### src/rtl/alu_op_sequencer_if.sv
// Request/response bus of alu_op_sequencer.
// The master issues operations and consumes results; the slave is the sequencer.
interface alu_op_sequencer_if;
    logic        req_valid;
    logic        req_ready;
    logic [31:0] req_a;
    logic [31:0] req_b;
    logic [4:0]  req_op;      // [4] = ALU mode, [3:0] = ALU select
    logic        req_cin;     // carry-in, active-high
    logic        req_wide;    // 1 = 32-bit two-pass, 0 = 16-bit single pass
    logic        rsp_valid;
    logic        rsp_ready;
    logic [31:0] rsp_result;
    logic        rsp_cout;    // carry-out, active-high

    modport master (
        output req_valid, req_a, req_b, req_op, req_cin, req_wide, rsp_ready,
        input  req_ready, rsp_valid, rsp_result, rsp_cout
    );

    modport slave (
        input  req_valid, req_a, req_b, req_op, req_cin, req_wide, rsp_ready,
        output req_ready, rsp_valid, rsp_result, rsp_cout
    );
endinterface

### src/rtl/alu_op_sequencer.sv
// Sequences 16/32-bit operations through an external combinational 16-bit ALU
// (top_alu_16). Each pass drives registered operands, waits SETTLE_CYCLES
// clocks and samples the ALU. Wide operations run a low pass then a high pass,
// chaining the raw active-low carry from one pass into the next.
// The final pass retires one clock after its sample, so rsp_valid rises
// SETTLE_CYCLES+1 clocks (narrow) or 2*SETTLE_CYCLES+1 clocks (wide) after
// the request is accepted.
// SETTLE_CYCLES must be at least 1.
module alu_op_sequencer #(
    parameter int SETTLE_CYCLES = 2
) (
    input  logic                      clk,
    input  logic                      rst,
    alu_op_sequencer_if.slave         bus,
    output logic [15:0]               o_alu_a,
    output logic [15:0]               o_alu_b,
    output logic                      o_alu_mode,
    output logic [3:0]                o_alu_sel,
    output logic                      o_alu_cin_n,
    input  logic [15:0]               i_alu_result,
    input  logic                      i_alu_cout_n
);

    // Counter holds 0..SETTLE_CYCLES: sample at SETTLE_CYCLES-1, retire at SETTLE_CYCLES.
    localparam int               CNT_W      = (SETTLE_CYCLES < 2) ? 1 : $clog2(SETTLE_CYCLES + 1);
    localparam logic [CNT_W-1:0] CNT_SAMPLE = CNT_W'(SETTLE_CYCLES - 1);
    localparam logic [CNT_W-1:0] CNT_RETIRE = CNT_W'(SETTLE_CYCLES);

    typedef enum logic [1:0] {
        IDLE = 2'd0,
        LO   = 2'd1,
        HI   = 2'd2,
        DONE = 2'd3
    } state_t;

    state_t           r_state;
    state_t           w_state_nxt;
    logic [CNT_W-1:0] r_cnt;
    logic [CNT_W-1:0] w_cnt_nxt;
    logic             r_ready;

    // Control strobes decoded from the current state.
    logic             w_accept;
    logic             w_cap_lo;
    logic             w_cap_hi;

    // Upper operand halves wait here until the high pass starts.
    logic [15:0]      r_a_hi;
    logic [15:0]      r_b_hi;
    logic             r_wide;

    // Captured result and raw (active-low) carry of the most recent pass.
    logic [31:0]      r_result;
    logic             r_cout_n;

    // Next-state, counter and strobe decode.
    always_comb begin
        // NOTE: every output of this block gets a default first so no path leaves a value unassigned, which would infer a latch.
        w_state_nxt = r_state;
        w_cnt_nxt   = r_cnt;
        w_accept    = 1'b0;
        w_cap_lo    = 1'b0;
        w_cap_hi    = 1'b0;

        case (r_state)
            IDLE: begin
                if (bus.req_valid && r_ready) begin
                    w_accept    = 1'b1;
                    w_state_nxt = LO;
                    w_cnt_nxt   = '0;
                end
            end

            LO: begin
                if (r_cnt == CNT_SAMPLE) begin
                    w_cap_lo = 1'b1;
                end
                if ((r_cnt == CNT_SAMPLE) && r_wide) begin
                    w_state_nxt = HI;
                    w_cnt_nxt   = '0;
                end else if (r_cnt == CNT_RETIRE) begin
                    w_state_nxt = DONE;
                    w_cnt_nxt   = '0;
                end else begin
                    w_cnt_nxt = r_cnt + 1'b1;
                end
            end

            HI: begin
                if (r_cnt == CNT_SAMPLE) begin
                    w_cap_hi = 1'b1;
                end
                if (r_cnt == CNT_RETIRE) begin
                    w_state_nxt = DONE;
                    w_cnt_nxt   = '0;
                end else begin
                    w_cnt_nxt = r_cnt + 1'b1;
                end
            end

            DONE: begin
                if (bus.rsp_ready) begin
                    w_state_nxt = IDLE;
                    w_cnt_nxt   = '0;
                end
            end

            default: begin
                w_state_nxt = IDLE;
                w_cnt_nxt   = '0;
            end
        endcase
    end

    // State, settle counter and registered request-ready.
    always_ff @(posedge clk or posedge rst) begin
        if (rst) begin
            // NOTE: sequential state uses non-blocking assignments so every register samples pre-edge values.
            r_state <= IDLE;
            r_cnt   <= '0;
            r_ready <= 1'b0;
        end else begin
            r_state <= w_state_nxt;
            r_cnt   <= w_cnt_nxt;
            // Ready is registered so it stays low through reset and rises on the first edge after it.
            r_ready <= (w_state_nxt == IDLE);
        end
    end

    // Request capture, ALU drive registers and per-pass result capture.
    always_ff @(posedge clk or posedge rst) begin
        if (rst) begin
            r_a_hi      <= '0;
            r_b_hi      <= '0;
            r_wide      <= 1'b0;
            r_result    <= '0;
            r_cout_n    <= 1'b1;
            o_alu_a     <= '0;
            o_alu_b     <= '0;
            o_alu_mode  <= 1'b0;
            o_alu_sel   <= '0;
            o_alu_cin_n <= 1'b1;
        end else begin
            if (w_accept) begin
                // Low-pass drive is loaded on the acceptance edge and held for the whole LO window.
                r_a_hi      <= bus.req_a[31:16];
                r_b_hi      <= bus.req_b[31:16];
                r_wide      <= bus.req_wide;
                o_alu_a     <= bus.req_a[15:0];
                o_alu_b     <= bus.req_b[15:0];
                o_alu_mode  <= bus.req_op[4];
                o_alu_sel   <= bus.req_op[3:0];
                o_alu_cin_n <= ~bus.req_cin;
                // Clearing here leaves the upper half zero for narrow operations.
                r_result    <= '0;
                r_cout_n    <= 1'b1;
            end

            if (w_cap_lo) begin
                r_result[15:0] <= i_alu_result;
                r_cout_n       <= i_alu_cout_n;
                if (r_wide) begin
                    // High-pass drive; the raw low-pass carry feeds straight back in.
                    o_alu_a     <= r_a_hi;
                    o_alu_b     <= r_b_hi;
                    o_alu_cin_n <= i_alu_cout_n;
                end
            end

            if (w_cap_hi) begin
                r_result[31:16] <= i_alu_result;
                r_cout_n        <= i_alu_cout_n;
            end
        end
    end

    assign bus.req_ready  = r_ready;
    assign bus.rsp_valid  = (r_state == DONE);
    assign bus.rsp_result = r_result;
    assign bus.rsp_cout   = ~r_cout_n;

    // Response must not move while the consumer stalls it.
    property p_rsp_stable;
        @(posedge clk) disable iff (rst)
            (bus.rsp_valid && !bus.rsp_ready) |=>
                (bus.rsp_valid && $stable(bus.rsp_result) && $stable(bus.rsp_cout));
    endproperty
    a_rsp_stable: assert property (p_rsp_stable);

    // ALU drive only changes on acceptance or on the low-to-high pass switch.
    property p_drive_stable;
        @(posedge clk) disable iff (rst)
            !(w_accept || (w_cap_lo && r_wide)) |=>
                $stable({o_alu_a, o_alu_b, o_alu_mode, o_alu_sel, o_alu_cin_n});
    endproperty
    a_drive_stable: assert property (p_drive_stable);

    // A request can only be taken while nothing is in flight.
    property p_ready_idle;
        @(posedge clk) disable iff (rst)
            bus.req_ready |-> (r_state == IDLE) && !bus.rsp_valid;
    endproperty
    a_ready_idle: assert property (p_ready_idle);

endmodule

### src/flat_wrapper.sv
// flat-port wrapper written by rule: the top's interface ports become plain ports
module alu_op_sequencer_flat 
#(
    parameter int SETTLE_CYCLES = 2
)
  (clk, rst, o_alu_a, o_alu_b, o_alu_mode, o_alu_sel, o_alu_cin_n, i_alu_result, i_alu_cout_n, bus_req_valid, bus_req_a, bus_req_b, bus_req_op, bus_req_cin, bus_req_wide, bus_rsp_ready, bus_req_ready, bus_rsp_valid, bus_rsp_result, bus_rsp_cout);
  alu_op_sequencer_if bus_i ();
  input  logic clk;
  input  logic rst;
  output logic [15:0] o_alu_a;
  output logic [15:0] o_alu_b;
  output logic o_alu_mode;
  output logic [3:0] o_alu_sel;
  output logic o_alu_cin_n;
  input  logic [15:0] i_alu_result;
  input  logic i_alu_cout_n;
  input wire logic [$bits(bus_i.req_valid)-1:0] bus_req_valid;
  input wire logic [$bits(bus_i.req_a)-1:0] bus_req_a;
  input wire logic [$bits(bus_i.req_b)-1:0] bus_req_b;
  input wire logic [$bits(bus_i.req_op)-1:0] bus_req_op;
  input wire logic [$bits(bus_i.req_cin)-1:0] bus_req_cin;
  input wire logic [$bits(bus_i.req_wide)-1:0] bus_req_wide;
  input wire logic [$bits(bus_i.rsp_ready)-1:0] bus_rsp_ready;
  output wire logic [$bits(bus_i.req_ready)-1:0] bus_req_ready;
  output wire logic [$bits(bus_i.rsp_valid)-1:0] bus_rsp_valid;
  output wire logic [$bits(bus_i.rsp_result)-1:0] bus_rsp_result;
  output wire logic [$bits(bus_i.rsp_cout)-1:0] bus_rsp_cout;
  assign bus_i.req_valid = bus_req_valid;
  assign bus_i.req_a = bus_req_a;
  assign bus_i.req_b = bus_req_b;
  assign bus_i.req_op = bus_req_op;
  assign bus_i.req_cin = bus_req_cin;
  assign bus_i.req_wide = bus_req_wide;
  assign bus_i.rsp_ready = bus_rsp_ready;
  assign bus_req_ready = bus_i.req_ready;
  assign bus_rsp_valid = bus_i.rsp_valid;
  assign bus_rsp_result = bus_i.rsp_result;
  assign bus_rsp_cout = bus_i.rsp_cout;
  alu_op_sequencer #(.SETTLE_CYCLES(SETTLE_CYCLES)) u_core (.clk(clk), .rst(rst), .bus(bus_i), .o_alu_a(o_alu_a), .o_alu_b(o_alu_b), .o_alu_mode(o_alu_mode), .o_alu_sel(o_alu_sel), .o_alu_cin_n(o_alu_cin_n), .i_alu_result(i_alu_result), .i_alu_cout_n(i_alu_cout_n));
endmodule
### config.mk
export PLATFORM = sky130hd
export DESIGN_NAME = alu_op_sequencer_flat
export DESIGN_NICKNAME = d
export VERILOG_FILES = /design/src/rtl/alu_op_sequencer_if.sv /design/src/rtl/alu_op_sequencer.sv /design/src/flat_wrapper.sv
export SDC_FILE = /design/constraint.sdc
export NUM_CORES = 1
export LEC_CHECK = 0
export BUFFER_PORTS_ARGS = -buffer_cell sky130_fd_sc_hd__buf_2
export CAP_MARGIN = 20
export CORE_AREA = 2 2 164 102
export DETAILED_ROUTE_END_ITERATION = 8
export DIE_AREA = 0 0 166 104
export HOLD_SLACK_MARGIN = 0.03
export SLEW_MARGIN = 20
export SYNTH_ARGS = -nofsm -noshare
export SYNTH_HDL_FRONTEND = slang
export SYNTH_SLANG_ARGS = --single-unit
### constraint.sdc
create_clock -name clk -period 6.77 [get_ports clk]
set_input_delay 1.0155 -clock clk [delete_from_list [all_inputs] [get_ports clk]]
set_output_delay 1.0155 -clock clk [all_outputs]
set_load 0.1 [all_outputs]
# [Yosys cells after proc, flatten, opt, wreduce, memory -nomap -nowiden]
# Index checks and enable logic that the tools add are counted.
[totals] reg_bits=109 latchBits=0 mem_bits_rw=0 rom_bits=0 output_inout_bits=73 memories=0
[op_classes] add_sub_neg=1 mul=0 n_div=0 order_cmp=0 n_eq_ne=7 shifts=0 mux=30 bitwise_logic=2 n_reduce_logical=8
[op_table] operator="16-bit two-way mux" n=8
[op_table] operator="32-bit two-way mux" n=1
[op_table] operator="2-bit two-way mux" n=8
[op_table] operator="2-bit case mux with 4 select lines" n=2
[op_table] operator="1-bit two-way mux" n=11
[op_table] operator="2-bit equality test (second input constant)" n=3
[op_table] operator="2-bit by 1-bit equality test with 1-bit output (second input constant)" n=2
[op_table] operator="2-bit logical NOT" n=2
[op_table] operator="2-bit nonzero test" n=2
[op_table] operator="3-bit nonzero test" n=1
[op_table] operator="2-bit by 1-bit adder with 2-bit output (second input constant)" n=1
[op_table] operator="1-bit logical AND" n=2
[op_table] operator="2-bit by 1-bit != test with 1-bit output (second input constant)" n=1
[op_table] operator="2-bit != test (second input constant)" n=1
[op_table] operator="1-bit NOT" n=2
[op_table] operator="2-bit AND reduction" n=1

# [Logic depth before layout (Yosys ltp)]
# Gate-level depths: netlist of run 1.
[depth] depth_word=6 depth_mapped=8 mapped_depth_nobuf=6

# [Worst setup path before layout of run 1]
# No wires, ideal clock.
[synth_path] kind="register to output" startpoint="register u_core.r_state[1]" endpoint="output bus_rsp_valid" arrival_ps=1204 path_slack_ps=4550 stages_incl_launch_ff=2 path_cell_list="dfrtp_1 > ha_1"
[synth_via] elab_chain_len=1
[synth_rtl] element="start: declaration" line="alu_op_sequencer.sv:36" rtl="state_t r_state;"
[synth_rtl] element="start signal: assignment" line="alu_op_sequencer.sv:123" rtl="r_state <= w_state_nxt;"
[synth_rtl] element="2-bit equality test" line="alu_op_sequencer.sv:178" rtl="assign bus.rsp_valid = (r_state == DONE);"
[synth_rtl] element="end: declaration" line="flat_wrapper.sv:25" rtl="output wire logic [$bits(bus_i.rsp_valid)-1:0] bus_rsp_valid;"
# No other way between the ends.

# [Worst setup path in the final report of run 1]
[layout_path] startpoint="register u_core.r_state[1]" endpoint="register u_core.r_ready, in the netlist u_core.bus.req_ready"
[layout_via] elab_chain_len=4 word_cells_on_any_way=10 cone_classes="eq/ne (3); mux (5); reduce/logical (2)"
[layout_rtl] element="2-bit two-way mux" line="alu_op_sequencer.sv:81, alu_op_sequencer.sv:93"
[layout_rtl] element="2-bit two-way mux" line="alu_op_sequencer.sv:78" rtl="if ((r_cnt == CNT_SAMPLE) && r_wide) begin"
[layout_rtl] element="2-bit case mux with 4 select lines *" line="alu_op_sequencer.sv:65" rtl="case (r_state)"
[layout_rtl] element="net u_core.w_state_nxt[1]" line="alu_op_sequencer.sv:37" rtl="state_t w_state_nxt;"
[layout_rtl] element="2-bit logical NOT *" line="alu_op_sequencer.sv:126" rtl="r_ready <= (w_state_nxt == IDLE);"
[layout_rtl] element="end signal: assignment" line="alu_op_sequencer.sv:126"
[layout_rtl] element="end: declaration" line="alu_op_sequencer.sv:40" rtl="logic r_ready;"
# The timed path passes the listed nets; every way through them passes the cells marked *.
# A chain may end at the register's enable or synchronous reset.

==> metrics.log, run 1 <==
INFO  metric critPathCaptureType = flop
INFO  metric critPathLaunch = u_core.r_state[1]
INFO  metric vias = 3727
INFO  metric worst_case_clock_buffer_depth = 2
INFO  metric grt_max_degree = 74
INFO  metric insertion_delay = 350 ps
INFO  metric hold-path-cell-count = 2
INFO  metric synth_most_common_cell = nand2_1
INFO  metric timing.critical_path.fanout_max = 67
INFO  metric cts_hold_buffers = 0
INFO  metric tritoncts_buffers = 9
INFO  metric synth_largest_type_area_fraction = 0.576
INFO  metric r2r-start = u_core.r_state[1]
INFO  metric post-route-period-util = 0.437
INFO  metric die_h = 104 um
INFO  metric vias_in_the_first_global_route = 3879
INFO  metric core.rowCount = 36
INFO  metric drt_iter0_drc = approximately 190
INFO  metric postSynthRegisterBits = about 110
INFO  metric timing.critical_path.arrival = around 3200 ps
INFO  metric max_freq = 0.338 GHz
INFO  metric timing.final.max_slew_violations = 0
INFO  metric synth.largest_area_cell = dfrtp_1
INFO  metric post_synth.cell_area_avg = 10.2 um^2
INFO  metric io_buffer_count = about 160
INFO  metric n_fill_cell = between 1500 and 2000
INFO  metric critical_path_class = reg2reg
INFO  metric detail_route.drc_violations = 0
INFO  metric tritoncts = done
INFO  metric timing_worst_slew_pin_value = 901 ps
INFO  metric grt_pass1_wl = 19800 um
INFO  metric max-slew-margin-rel = 0.400
INFO  metric design.final.nets = around 700
INFO  metric grt_util_all_layers = 0.141
INFO  metric drt-wirelength-per-cell = 14.8 um
INFO  metric async_flop_share = 1.00
INFO  metric grt_setup_unrepaired = no
INFO  metric yosysWarnings = 0
INFO  metric final_layout_setup_total_negative_slack = 0 ps
INFO  metric run_status = completed
INFO  metric worst_setup_path_endpoint = u_core.bus.req_ready
INFO  metric finalWirelength = ~12000 um
INFO  metric yosysUniqueCellTypes = 31
INFO  metric synth_top_flop_cell = dfrtp_1
INFO  metric dp_hpwl = 8330 um
INFO  metric worst_r2r_endpoint = u_core.bus.req_ready
INFO  metric post_drt_via_cell_ratio = 4.54
INFO  metric clock_tree.root_cell = clkbuf_16
INFO  metric setup_viol_count_final = 0
INFO  metric hold_violations = 0
INFO  metric reg2reg_slack = 3810 ps
INFO  metric hold_path.class = reg2reg
INFO  metric netlist_area = 4650 um^2
INFO  metric cts-htree-levels = 3
INFO  metric critPathLaunchType = flop
INFO  metric post_synth_inst_count = 456
INFO  metric synth_fp_nets = between 500 and 600
INFO  metric design.portCount = 165
INFO  metric route.antenna.remaining_nets = 0
INFO  metric fin_worst_skew = roughly 6.8 ps
INFO  metric synth-seq-area-share = 0.588
INFO  metric cts.repair.resized = 0
INFO  metric cts_num_sinks = around 110
INFO  metric drt-pass1-iter-count = 4
INFO  metric placeableCoreArea = 15800 um^2
INFO  metric reg2regPathDepth = 6
INFO  metric final.min_clock_period = approximately 3000 ps
INFO  metric final_layout_size_suffix_gt1_frac = 0.362
INFO  metric cp.required = 7000 ps
INFO  metric initial_core_util = 0.294
INFO  metric post_synth_main_area_contributors = dfrtp_1 (58%), nand2_1 (15%), a31oi_2 (7.8%), a22o_1 (6.0%), nor2_1 (2.9%)
INFO  metric area.growth.synth_to_final = 26.7%
INFO  metric synth_edf_count = 0
INFO  metric design.die.area = 17300 um^2
INFO  metric globalRouteOverflowTotal = 0
INFO  metric dieWidth = 166 um
INFO  metric grt_antenna_before_repair = 1
INFO  metric cts_setup_buffers = 0
INFO  metric drv_cap = 0
INFO  metric globalplace.congestion = between 0.7 and 0.8
INFO  metric ys_top_cells_by_count = nand2_1 (180), dfrtp_1 (107), nor2_1 (36), a22o_1 (32), a31oi_2 (29)
INFO  metric clk_pin_slew_worst_paths = 80 ps
-- layout by cell type (no fill, tap or decap), types with 2 or more instances in the layout --
cell / netlist / final
a21oi_1: 4 / 4
a22o_1: 32 / 32
a31oi_1: 3 / 3
a31oi_2: 29 / 29
buf_2: 7 / 164
buf_4: 3 / 3
clkbuf_16: 0 / 9
clkinvlp_4: 0 / 3
dfrtp_1: 107 / 107
dfstp_2: 2 / 2
ha_1: 5 / 5
inv_1: 7 / 6
nand2_1: 180 / 180
nor2_1: 36 / 36
nor2_4: 2 / 2
nor2b_1: 2 / 2
o21ai_0: 2 / 2
o21ai_1: 2 / 2
o22ai_1: 2 / 2
-- metrics by stage --
| step | cells | instance area (um^2) | hold WS [ps] | utilization | setup WS [ps] |
|---|---|---|---|---|---|
| after floorplan | 456 | 4650 | 446 | - | 2880 |
| after global placement | 804 | 5610 | 455 | 0.355 | 4070 |
| after detailed placement | 804 | 5610 | 461 | 0.355 | 3860 |
| after CTS | 820 | 5890 | 480 | 0.372 | 3870 |
| after global routing | 820 | 5890 | 500 | 0.372 | 3620 |
| final | 821 | 5890 | 471 | 0.372 | 3810 |
-- cell families after synthesis --
kind of cell    after synthesis  synth area share
fa+ha+maj                     5            0.0135
mux                           1           0.00242
flops                       109             0.588
simple gates                227             0.193
compound gates               79             0.165
buf+inv                      35            0.0391
-- state kept, by name, summed over array words and instances, names as in the netlist --
name and flops:
u_core.o_alu_a 16, u_core.r_b_hi 16, u_core.o_alu_sel 4, u_core.bus.rsp_result 32
u_core.r_cnt 2, u_core.r_state 2, u_core.r_a_hi 16, u_core.o_alu_mode 1
u_core.bus.req_ready 1, u_core.o_alu_cin_n 1, u_core.r_wide 1, u_core.o_alu_b 16
u_core.r_cout_n 1
-- critical path, cell delays in order, from the launching register on --
cell and delay (ps):
dfrtp_1 450, inv_1 140, ha_1 250, and3b_1 750
nand2_4 650, a32oi_2 450, nor2_1 80
-- final cells by class --
class | instances | area [um^2] | area share
timing repair buffer | 167 | 843 | 0.143
tap | 209 | 262 | 0.0444
clock buffer | 10 | 229 | 0.0389
antenna | 1 | 2.50 | 0.000425
inverter | 7 | 28.8 | 0.00489
clock inverter | 6 | 47.5 | 0.00807
sequential | 109 | 2730 | 0.464
multi-input combinational | 312 | 1750 | 0.296
-- how the worst min path moves through the flow --
stage,start,end,slack [ps]
2_1_floorplan,u_core.r_a_hi[0],u_core.r_a_hi[0],450
3_5_place_dp,u_core.o_alu_sel[3],u_core.o_alu_sel[3],460
5_1_grt,u_core.r_a_hi[0],u_core.r_a_hi[0],500
4_1_cts,u_core.o_alu_sel[3],u_core.o_alu_sel[3],480
6_report,u_core.o_alu_sel[3],u_core.o_alu_sel[3],470
3_3_place_gp,u_core.o_alu_mode,u_core.o_alu_mode,450
-- metal layers --
layer / GRT usage / up-vias / wire [um] / part of all wire
met3: 0.0445 / 9 / 620 / 0.051
met1: 0.193 / 1813 / 5990 / 0.49
li1: - / 1815 / - / -
met5: 0 / - / 0 / 0
met2: 0.217 / 90 / 5420 / 0.45
met4: 0.0379 / 0 / 138 / 0.011
Power of run 1 is left out: the tool's default activity adds up to more than one toggle a clock period on the data nets, which glitch-free logic cannot reach.
==> inputs of run 2 (changes only) <==
==> constraint.sdc (replaced) <==
create_clock -name clk -period 2.6 [get_ports clk]
set_input_delay 0.39 -clock clk [delete_from_list [all_inputs] [get_ports clk]]
set_output_delay 0.39 -clock clk [all_outputs]
set_load 0.1 [all_outputs]
==> run 2 against run 1 <==
Critical path depth increased by 1. Global-route usage decreased by 0.054 points. First-iteration DRC count increased by 36%. Register-to-register slack got worse by 3300 ps. Highest routed layer unchanged.
==> metrics.log, run 2 (same netlist as run 1, synthesis figures left out) <==
INFO  metric core.rowCount = 36 (unchanged)
INFO  metric timing.critical_path.fanout_max = 34 (was 67)
INFO  metric hold-worst-slack = 222 ps (was 471 ps)
INFO  metric n_antenna_cell = 0 (was 1)
INFO  metric design.final.nets = 708 (was 703)
INFO  metric r2r-start = u_core.r_state[1] (unchanged)
INFO  metric timing.critical_path.arrival = 2310 ps (was 3190 ps)
INFO  metric drt-wirelength-per-cell = 14.7 um (was 14.8 um)
INFO  metric drt_iter0_drc = 256 (was 188)
INFO  metric vias = 3796 (was 3727)
INFO  metric max_freq = 0.486 GHz (was 0.338 GHz)
INFO  metric post_drt_via_cell_ratio = 4.60 (was 4.54)
INFO  metric cts-htree-levels = 3 (unchanged)
INFO  metric final.min_clock_period = 2060 ps (was 2960 ps)
INFO  metric final_layout_size_suffix_gt1_frac = 0.367 (was 0.362)
INFO  metric die_h = 104 um (unchanged)
INFO  metric insertion_delay = 340 ps (was 350 ps)
INFO  metric globalRouteOverflowTotal = 0 (unchanged)
INFO  metric grt_util_all_layers = 0.141 (about the same)
INFO  metric io_buffer_count = 164 (unchanged)
INFO  metric grt_pass1_wl = 20000 um (was 19800 um)
INFO  metric initial_core_util = 0.294 (unchanged)
INFO  metric grt_setup_unrepaired = no (unchanged)
INFO  metric dp_hpwl = 8440 um (was 8330 um)
INFO  metric cts_setup_buffers = 0 (unchanged)
INFO  metric globalplace.congestion = 0.784 (was 0.788)
INFO  metric timing_worst_slew_pin_value = 583 ps (was 901 ps)
INFO  metric hold_violations = 0 (unchanged)
INFO  metric vias_in_the_first_global_route = 3838 (was 3879)
INFO  metric instances_no_fill = 825 (was 821)
INFO  metric detail_route.drc_violations = 0 (unchanged)
INFO  metric setup_viol_count_final = 0 (unchanged)
INFO  metric critPathCaptureType = flop (unchanged)
INFO  metric run_status = completed (unchanged)
INFO  metric route.antenna.remaining_nets = 0 (unchanged)
INFO  metric placeableCoreArea = 15800 um^2 (unchanged)
INFO  metric grt_max_degree = 110 (was 74)
INFO  metric drt-pass1-iter-count = 4 (unchanged)
INFO  metric layout_commonest_cell = nand2_1 (unchanged)
INFO  metric critical_path_class = reg2reg (unchanged)
INFO  metric cts_hold_buffers = 0 (unchanged)
INFO  metric final_layout_setup_total_negative_slack = 0 ps (unchanged)
INFO  metric max-slew-margin-rel = 0.611 (was 0.400)
INFO  metric tritoncts_buffers = 9 (unchanged)
INFO  metric cp.required = 2850 ps (was 7000 ps)
INFO  metric design.die.area = 17300 um^2 (unchanged)
INFO  metric n_fill_cell = 1591 (was 1608)
INFO  metric cts_num_sinks = 109 (unchanged)
INFO  metric grt_antenna_before_repair = 0 (was 1)
INFO  metric critPathLaunch = u_core.r_state[1] (unchanged)
INFO  metric clk_pin_slew_worst_paths = 70 ps (was 80 ps)
INFO  metric most-common-layout-cells = nand2_1 (180), buf_2 (164), dfrtp_1 (107) (unchanged)
INFO  metric cts.repair.resized = 0 (unchanged)
INFO  metric drv_cap = 0 (unchanged)
INFO  metric design.portCount = 165 (unchanged)
INFO  metric timing.final.max_slew_violations = 0 (unchanged)
INFO  metric critPathLaunchType = flop (unchanged)
INFO  metric worst_case_clock_buffer_depth = 2 (unchanged)
INFO  metric largest_reg_flops = 32 (unchanged)
INFO  metric fin_worst_skew = 10.4 ps (was 6.84 ps)
INFO  metric finalWirelength = 12100 um (was 12200 um)
INFO  metric dieWidth = 166 um (unchanged)
INFO  metric tritoncts = done (unchanged)
INFO  metric post-route-period-util = 0.792 (was 0.437)
INFO  metric area.growth.synth_to_final = 29.2% (was 26.7%)
INFO  metric hold_path.class = in2async (was reg2reg)
INFO  metric clock_tree.root_cell = clkbuf_16 (unchanged)
INFO  metric place.detailed.instances = 809 (was 804)
[run 2: cell count changes in the layout (fill, tap and decap cells not counted), sizes merged]
cell,previous run,this run
buf,167,172
bufinv,0,1
clkbuf,10,13
clkinv,1,0
clkinvlp,3,1
diode,1,0
inv,9,8
[run 2: final timing paths]
check	to	slack, ps	cells after the start
max	u_core.o_alu_a[11]	540	7
min	u_core.bus.rsp_result[3]	220	3
max reg2reg	u_core.o_alu_a[11]	540	7
min reg2reg	u_core.o_alu_sel[2]	470	2
max in group asynchronous	u_core.r_b_hi[10]	1950	3
min in group clk	u_core.r_b_hi[5]	240	3
[run 2: per-stage QoR]
step	utilization	area, um^2	setup WS, ps
3_3_place_gp	0.360	5690	711
4_1_cts	0.380	6000	543
6_report	0.380	6000	541
3_5_place_dp	0.360	5690	584
5_1_grt	0.380	6000	397
2_1_floorplan	-	4650	597
[run 2: critical path, stage by stage (launching register included)]
cell and delay, ps:
dfrtp_1 450, inv_1 130, ha_1 250, and3b_1 240
nand2_4 370, buf_4 300, nor2_1 70, a31oi_2 150
[run 2: area by class of cell]
| class | count | area [um^2] | area share |
|---|---|---|---|
| Tap cell | 209 | 262 | 0.0436 |
| Multi-Input combinational cell | 312 | 1750 | 0.291 |
| Timing Repair Buffer | 172 | 918 | 0.153 |
| Clock inverter | 3 | 47.5 | 0.00792 |
| Sequential cell | 109 | 2730 | 0.455 |
| Clock buffer | 13 | 270 | 0.0450 |
| Inverter | 7 | 30.0 | 0.00500 |
[run 2: per-layer routing]
| layer | vias to the layer above | part of all wire | track usage |
|---|---|---|---|
| met3 | 11 | 0.047 | 0.0361 |
| met1 | 1852 | 0.49 | 0.197 |
| met4 | 0 | 0.012 | 0.0360 |
| met5 | - | 0 | 0 |
| met2 | 114 | 0.45 | 0.218 |
| li1 | 1819 | - | - |
Power of run 2 is left out for the same reason.
==> inputs of run 3 (changes only) <==
==> constraint.sdc (replaced) <==
create_clock -name clk -period 2.1 [get_ports clk]
set_input_delay 0.315 -clock clk [delete_from_list [all_inputs] [get_ports clk]]
set_output_delay 0.315 -clock clk [all_outputs]
set_load 0.1 [all_outputs]
==> run 3 against run 2 <==
Flip-flop and latch count did not move. Design area rose by 1.2%. Non-clock buffer count grew 4. Critical endpoint is now u_core.o_alu_a[1]. Highest routed layer unchanged.
==> metrics.log, run 3 (same netlist as run 1, synthesis figures left out) <==
INFO  metric grt_max_degree = 49 (was 110)
INFO  metric grt_setup_unrepaired = no (unchanged)
INFO  metric cts-htree-levels = 3 (unchanged)
INFO  metric drv_cap = 0 (unchanged)
INFO  metric tritoncts_buffers = 9 (unchanged)
INFO  metric layout_commonest_cell = nand2_1 (unchanged)
INFO  metric final.min_clock_period = 1850 ps (was 2060 ps)
INFO  metric area.growth.synth_to_final = 30.8% (was 29.2%)
INFO  metric timing.critical_path.arrival = 2120 ps (was 2310 ps)
INFO  metric detail_route.drc_violations = 0 (unchanged)
INFO  metric die_h = 104 um (unchanged)
INFO  metric final_layout_size_suffix_gt1_frac = 0.374 (was 0.367)
INFO  metric route.antenna.remaining_nets = 0 (unchanged)
INFO  metric insertion_delay = 350 ps (was 340 ps)
INFO  metric vias_in_the_first_global_route = 3828 (was 3838)
INFO  metric grt_pass1_wl = 20400 um (was 20000 um)
INFO  metric drt-pass1-iter-count = 4 (unchanged)
INFO  metric reg2regPathDepth = 7 (unchanged)
INFO  metric clock_tree.root_cell = clkbuf_16 (unchanged)
INFO  metric post-route-period-util = 0.883 (was 0.792)
INFO  metric layout.area.seq = 2730 um^2 (unchanged)
INFO  metric design.portCount = 165 (unchanged)
INFO  metric globalplace.congestion = 0.774 (was 0.784)
INFO  metric largest_reg_flops = 32 (unchanged)
INFO  metric cts_hold_buffers = 0 (unchanged)
INFO  metric hold_violations = 0 (unchanged)
INFO  metric initial_core_util = 0.294 (unchanged)
INFO  metric critical_path_class = reg2reg (unchanged)
INFO  metric grt_util_all_layers = 0.147 (was 0.141)
INFO  metric setup_viol_count_final = 0 (unchanged)
INFO  metric design.die.area = 17300 um^2 (unchanged)
INFO  metric n_fill_cell = 1551 (was 1591)
INFO  metric fin_worst_skew = 4.90 ps (was 10.4 ps)
INFO  metric final_layout_setup_total_negative_slack = 0 ps (unchanged)
INFO  metric drt_iter0_drc = 259 (was 256)
INFO  metric placeableCoreArea = 15800 um^2 (unchanged)
INFO  metric drt-wirelength-per-cell = 14.8 um (was 14.7 um)
INFO  metric grt_antenna_before_repair = 0 (unchanged)
INFO  metric post_drt_via_cell_ratio = 4.63 (was 4.60)
INFO  metric cp.required = 2370 ps (was 2850 ps)
INFO  metric core.rowCount = 36 (unchanged)
INFO  metric globalRouteOverflowTotal = 0 (unchanged)
INFO  metric worst_case_clock_buffer_depth = 2 (unchanged)
INFO  metric dp_hpwl = 8780 um (was 8440 um)
INFO  metric max-slew-margin-rel = 0.587 (was 0.611)
INFO  metric max_freq = 0.539 GHz (was 0.486 GHz)
INFO  metric io_buffer_count = 164 (unchanged)
INFO  metric clk_pin_slew_worst_paths = 70 ps (about the same)
INFO  metric hold_path.class = in2async (unchanged)
INFO  metric timing.final.max_slew_violations = 0 (unchanged)
INFO  metric timing_worst_slew_pin_value = 619 ps (was 583 ps)
INFO  metric vias = 3839 (was 3796)
INFO  metric most-common-layout-cells = nand2_1 (180), buf_2 (164), dfrtp_1 (107) (unchanged)
INFO  metric design.final.nets = 712 (was 708)
INFO  metric placed_area = 5770 um^2 (was 5690 um^2)
INFO  metric multi_input_comb_area = 1750 um^2 (about the same)
INFO  metric cts_num_sinks = 109 (unchanged)
INFO  metric critPathCaptureType = flop (unchanged)
INFO  metric critPathLaunchType = flop (unchanged)
INFO  metric dieWidth = 166 um (unchanged)
INFO  metric final_design_area_no_fill = 6080 um^2 (was 6000 um^2)
INFO  metric finalWirelength = 12200 um (was 12100 um)
INFO  metric run_status = completed (unchanged)
INFO  metric n_antenna_cell = 0 (unchanged)
INFO  metric tritoncts = done (unchanged)
INFO  metric timing.critical_path.fanout_max = 20 (was 34)
==> run 3: worst paths after layout <==
path / slack [ps] / from / end
max: 250 / u_core.r_state[1] / u_core.o_alu_a[1]
min: 30 / rst / u_core.bus.rsp_result[21]
max reg2reg: 250 / u_core.r_state[1] / u_core.o_alu_a[1]
min reg2reg: 480 / u_core.r_b_hi[9] / u_core.r_b_hi[9]
max in group asynchronous: 1410 / rst / u_core.r_b_hi[6]
min in group clk: 150 / bus_req_b[25] / u_core.r_b_hi[9]
==> run 3: per-layer routing <==
layer	wire length, um	vias up	global-route usage	share of wire
li1	-	1834	-	-
met1	6030	1881	0.210	0.49
met2	5390	114	0.217	0.44
met3	654	10	0.0377	0.053
met4	154	0	0.0453	0.013
met5	0	-	0	0
==> run 3: critical path: stages (launching register included) <==
cell and delay [ps]:
dfrtp_1 450, inv_1 110, ha_1 240, and3b_2 310
nand2_4 130, buf_4 280, nor2_1 90, a31oi_2 160
==> run 3: final cells by class <==
cell class	count	area share
Clock buffer	10	0.0393
Clock inverter	6	0.0115
Inverter	7	0.00494
Multi-Input combinational cell	312	0.287
Sequential cell	109	0.449
Tap cell	209	0.0430
Timing Repair Buffer	176	0.164
==> run 3: what timing repair did <==
item                       in CTS  in global routing
setup endpoints to repair       0                  6
resized for setup               0                  1
setup buffers                   0                  0
==> run 3: metrics by stage <==
step,util,setup WS (ps),hold slack [ps],instances
after floorplan,-,97.2,420,456
after global placement,0.365,278,428,813
after detailed placement,0.365,165,434,813
after CTS,0.384,150,36.0,829
after global routing,0.384,70.7,67.3,829
final,0.384,246,34.2,829
Power of run 3 is left out for the same reason.
